## config.mk

```make
export PLATFORM = sky130hd
export DESIGN_NAME = multicycle_state_regs
export DESIGN_NICKNAME = d
export VERILOG_FILES = /design/src/rtl/multicycle_state_regs.sv
export SDC_FILE = /design/constraint.sdc
export NUM_CORES = 2
export LEC_CHECK = 0
export ABC_AREA = 1
export BUFFER_PORTS_ARGS = -buffer_cell sky130_fd_sc_hd__buf_2
export CAP_MARGIN = 20
export CORE_ASPECT_RATIO = 1.2
export CORE_MARGIN = 2
export CORE_UTILIZATION = 55
export DETAILED_ROUTE_END_ITERATION = 10
export HOLD_SLACK_MARGIN = 0.03
export PLACE_DENSITY = 0.72
export SKIP_CTS_REPAIR_TIMING = 1
export SYNTH_ARGS = -nofsm -noshare
export SYNTH_HDL_FRONTEND = slang
export SYNTH_SLANG_ARGS = --single-unit
```

## constraint.sdc

```tcl
create_clock -name clock -period 83.4 [get_ports clock]
set_clock_uncertainty 0.1 [all_clocks]
set_input_delay 4.17 -clock clock [delete_from_list [all_inputs] [get_ports clock]]
set_output_delay 4.17 -clock clock [all_outputs]
set_load 0.05 [all_outputs]
```

## src/rtl/multicycle_state_regs.sv

```systemverilog
// multicycle_state_regs: architectural and inter-cycle state for the multicycle RV32 core.
// Holds PC, OldPC, the instruction register, the 32x32 register file and the
// A/B/ALUOut/Data latches that carry values between controller states.
// Optional feature macro: REGFILE_WRITE_BYPASS_EN (forwards a same-edge register
// write into the A/B latches instead of the stale array entry).
module multicycle_state_regs #(
    parameter logic [31:0] RESET_PC = 32'h0000_0000
) (
    input  logic        clock,
    input  logic        reset,
    input  logic        PCWrite,
    input  logic        IRWrite,
    input  logic        RegWrite,
    input  logic [31:0] Result,
    input  logic [31:0] ALUResult,
    input  logic [31:0] ReadData,
    output logic [31:0] PC,
    output logic [31:0] OldPC,
    output logic [31:0] Instr,
    output logic [6:0]  opcode,
    output logic [2:0]  func3,
    output logic [6:0]  func7,
    output logic [31:0] A,
    output logic [31:0] B,
    output logic [31:0] ALUOut,
    output logic [31:0] Data
);

    logic [31:0] regs [32];
    logic [4:0]  rs1;
    logic [4:0]  rs2;
    logic [4:0]  rd;
    logic [31:0] rs1_data;
    logic [31:0] rs2_data;

    // Register specifiers and decoded fields come straight from the held instruction.
    assign rs1    = Instr[19:15];
    assign rs2    = Instr[24:20];
    assign rd     = Instr[11:7];
    assign opcode = Instr[6:0];
    assign func3  = Instr[14:12];
    assign func7  = Instr[31:25];

    // Program counter: reloaded from the result mux only when the controller asks.
    always_ff @(posedge clock or posedge reset) begin
        if (reset) begin
            PC <= RESET_PC;
        end else if (PCWrite) begin
            PC <= Result;
        end
    end

    // Instruction fetch capture: OldPC remembers the address the new instruction came from.
    always_ff @(posedge clock or posedge reset) begin
        if (reset) begin
            Instr <= '0;
            OldPC <= '0;
        end else if (IRWrite) begin
            Instr <= ReadData;
            OldPC <= PC;
        end
    end

    // Register file write port; x0 is never written so it always reads back as zero.
    always_ff @(posedge clock or posedge reset) begin
        if (reset) begin
            for (int i = 0; i < 32; i++) begin
                regs[i] <= '0;
            end
        end else if (RegWrite && (rd != 5'd0)) begin
            regs[rd] <= Result;
        end
    end

    // Read-port selection, optionally forwarding a write landing on the same edge.
    always_comb begin
        rs1_data = regs[rs1];
        rs2_data = regs[rs2];
`ifdef REGFILE_WRITE_BYPASS_EN
        if (RegWrite && (rd != 5'd0) && (rd == rs1)) begin
            rs1_data = Result;
        end
        if (RegWrite && (rd != 5'd0) && (rd == rs2)) begin
            rs2_data = Result;
        end
`else
        rs1_data = regs[rs1];
        rs2_data = regs[rs2];
`endif
    end

    // Inter-cycle latches load every cycle so each controller state sees last cycle's values.
    always_ff @(posedge clock or posedge reset) begin
        if (reset) begin
            A      <= '0;
            B      <= '0;
            ALUOut <= '0;
            Data   <= '0;
        end else begin
            A      <= rs1_data;
            B      <= rs2_data;
            ALUOut <= ALUResult;
            Data   <= ReadData;
        end
    end

endmodule
```

# After elaboration in Yosys (flattened, before gate mapping)
# Cells that the tools add are included.
# op_classes
mux,9
order_cmp,4
n_reduce_logical,3
bitwise_logic,3
# ops
cell,n
bitwise mux 1024 bit,1
binary-select mux 32 bit (select 5 bit),2
demux 32 bit (select 5 bit),1
two-way mux 32 bit,5
">= comparator 6 bit, second input constant",3
inverter 5 -> 6 bit,3
"< comparator 6 x 1 -> 1 bit, second input constant",1
nonzero test 5 bit,1
logical AND 1 bit,2
# word_totals
in_bits,101
ff_bits,1248
output_inout_bits,241

# Longest topological paths before layout
# logic_depth
ltp_word,6
ltp_mapped,12
ltp_nobuf,9

# Worst setup path before layout
# OpenSTA, ideal clock, no wires.
# synth_path
path_type,input-to-reg
start,in RegWrite
end,reg regs[744] in the netlist's numbering
path_buffers,1
stages,6
arrival_ns,5.282
path_slack_ns,77.882
required_time_ns,83.164
setup_ns,0.136
cell_sequence,inv_1 -> nor3_2 -> nand2_2 -> clkbuf_1 -> nand2_1 -> o21ai_0
# synth_between
elab_chain_cells,1
# synth_rtl
element,line,text
"start, declared",13,"input logic RegWrite,"
logical AND 1 bit,70,end else if (RegWrite && (rd != 5'd0)) begin
"end signal, assigned by index",71,regs[rd] <= Result;
"end, declared",29,logic [31:0] regs [32];
# Every way passes these cells.
# A chain may end at the register's enable or synchronous reset.

==> flow_metrics.py <==
metrics = {
    "setup_path": {
        "arrival_ns": 7.57,
        "crit_fanout": 168,
        "crit_path_start_kind": "input port",
        "cpMaxStageDelayCell": "buf_4",
        "cp_top_family": "buffers and inverters",
        "cp_num_buf_inv": 5,
        "reg2reg_depth": 11,
        "cp.required_ns": 84.05,
        "regToRegStartpoint": "Instr[15]",
        "path_cells": "buf_2 > inv_8 > buf_4 > buf_12 > buf_12",
        "crit_type": "in -> async",
        "cp_common_cell": "buf_12",
        "cp_slowest_stage_delay_ns": 0.87,
        "timing.rr.end": "A[24]",
        "cp-end-kind": "async pin",
        "reg2reg_slack_ns": 78.49,
    },
    "global_route": {
        "antenna_found_initial": 12,
        "grt_usage": 0.387,
        "grt-ovfl-total": 0,
        "grt_pass1_wl_um": 350000,
        "grt_pass1_vias": 58400,
        "grt_max_degree": 200,
    },
    "floorplan": {
        "die_w_um": 314,
        "dieArea_um2": 118000,
        "die_h_um": 376,
        "start_util": 0.554,
        "ios": 342,
        "rows": 136,
        "core_um2": 115000,
    },
    "synthesis": {
        "syn-num-nets": 8842,
        "ys_seq_area_frac": 0.492,
        "synth_cell_type_count": 22,
        "yosys_warnings": 0,
        "synthCells": 8741,
        "synth_area_um2": 63400,
        "syn_area_per_cell_um2": 7.25,
        "synthTopCellsByArea": "dfrtp_1, nand2_1, nand3_1",
        "synth_top_cell_by_area": "dfrtp_1",
        "synth-seq-cells": 1248,
        "synth_top_cell_area_share": 0.492,
    },
    "drt": {
        "finalWirelength_um": 230000,
        "drc": 0,
        "dr.pass1.iters": 7,
        "drt_iter0_drc": 8993,
        "wl_per_cell_um": 22.8,
        "final_antenna_net_count": 0,
        "vias_per_cell": 6.10,
        "via_count": 61700,
    },
    "sta": {
        "fin_tns_setup_ns": 0,
        "fin_crit_ns": 6.93,
        "setup_viol": 0,
        "hold_ws_ns": 0.301,
        "fin_ws_ns": 76.47,
        "rsz0062_at_grt": "false",
        "tightest_slew_ns": 1.30,
        "final.period_utilization": 0.0831,
        "slew_violations": 0,
        "max_freq_mhz": 144,
        "slew_headroom": 0.131,
        "hold_viol": 0,
    },
    "power": {
        "powerDensity_nw_per_um2": 28.7,
        "power_switching_share": 0.361,
        "seq_power_share": 0.446,
        "p_comb_frac": 0.255,
        "p_leak_nw": 33.5,
        "p_sw_w": 0.000713,
        "pwr-share-clk": 0.299,
        "vdd_drop_max_mv": 0.0261,
        "intPower_w": 0.00126,
    },
    "clocking": {
        "htreeDepth": 4,
        "cts_buffers": 130,
        "clkSlewWorstSetupHoldPaths_ns": 0.06,
        "cts_tree": "yes",
        "worstSkewPairLatency_ns": 0.78,
        "clock_sinks": 1248,
        "clock_path_buffers": 3,
        "cts-root-buf": "clkbuf_16",
    },
    "run": {
        "drv_cap": 0,
    },
    "finish": {
        "multi_input_area_um2": 28700,
        "register_area_um2": 31300,
        "fillers": 10400,
        "drive_above_1_share": 0.0835,
        "finish.instance_area_um2": 68900,
        "layout.nets": 8594,
        "areaGrowthSynthToFinish_pct": 8.65,
        "fin_cells": 10100,
    },
    "place": {
        "gp_congestion": 0.849,
        "place_area_um2": 64500,
        "io_buffers": 341,
        "placedCellCount": 9873,
        "place_ws_ns": 75.27,
        "dp_hpwl_um": 115000,
    },
    "outcome": {
        "status": "finished clean",
    },
    "worst_hold_path": {
        "holdPathEnd": "regs[1016]",
        "hp-start": "regs[1016]",
        "hold_depth": 0,
        "hold_path_class": "reg -> reg",
    },
}
[cell usage in the layout (no fill, tap or decap), drive strengths merged]
| cell type | count |
|---|---|
| bufinv | 8 |
| buf | 408 |
| inv | 91 |
| a21oi | 160 |
| diode | 10 |
| mux2 | 17 |
| nand3 | 1537 |
| dfrtp | 1248 |
| clkbuf | 188 |
| nor2 | 164 |
| nor3 | 11 |
| clkinv | 20 |
| clkinvlp | 5 |
| o21ai | 911 |
| nand2 | 3818 |
[power groups by stage]
stage | sequential [W] | combinational (W) | clock [W]
floorplan | 0.000903 | 0.000332 | 0
global placement | 0.000877 | 0.000481 | 0
detailed placement | 0.000882 | 0.000494 | 0
CTS | 0.000874 | 0.000496 | 0.000594
global route | 0.000897 | 0.000565 | 0.000618
finish | 0.000880 | 0.000504 | 0.000590
[Yosys cell counts]
library cell  instances
clkbuf_1            546
mux2_2               17
nand2_1            3791
nand2_2              27
a21oi_2              28
inv_2                10
nor3_2                8
o21ai_0             831
buf_6                15
inv_1                74
inv_4                 1
nor2_1              160
buf_2               129
buf_4                17
dfrtp_1            1248
clkinv_1              2
nor2_8                4
nand3_1            1537
o21ai_1              80
nor3_4                3
buf_1                81
a21oi_1             132
[registers in the layout (all words and copies together) (netlist names)]
register / count
regs: 1024
ALUOut: 32
A: 32
B: 32
Data: 32
Instr: 32
OldPC: 32
PC: 32
[stage by stage]
| step | total power (W) | utilization |
|---|---|---|
| finish | 0.00197 | 0.602 |
| global route | 0.00208 | 0.601 |
| CTS | 0.00196 | 0.600 |
| detailed placement | 0.00138 | 0.563 |
| global placement | 0.00136 | 0.563 |
| floorplan | 0.00124 | - |
[worst max-delay path by stage]
| stage | slack (ns) | cells after the start | from | end |
|---|---|---|---|---|
| floorplan | 43.96 | 1 | reset | ALUOut[0] |
| global placement | 75.31 | 5 | reset | Instr[18] |
| detailed placement | 75.27 | 5 | reset | Instr[18] |
| CTS | 76.10 | 5 | reset | Instr[18] |
| global route | 75.96 | 5 | reset | regs[931] |
| finish | 76.47 | 5 | reset | regs[250] |
[cell families (layout without fill, tap and decap cells)]
group | count (synthesis) | after routing | synth area share
buffers and inverters | 875 | 720 | 0.0572
and+or+nand+nor | 5530 | 5530 | 0.361
other | 0 | 10 | 0
AOI/OAI and AO/OA | 1071 | 1071 | 0.0862
muxes | 17 | 17 | 0.00302
DFF | 1248 | 1248 | 0.492
[layout make-up]
cell class,instances,share of cell area
Inverter,87,0.00550
Clock inverter,37,0.00643
Timing Repair Buffer,408,0.0351
Multi-Input combinational cell,6618,0.416
Antenna cell,10,0.000363
Clock buffer,188,0.0548
Tap cell,1518,0.0276
Sequential cell,1248,0.454
[metal layers]
metal	global-route usage	share of wire
met2	0.588	0.44
met5	0	0.00027
met3	0.0954	0.13
met4	0.231	0.062
met1	0.503	0.37
No activity file was read; power rests on OpenSTA's default activity.
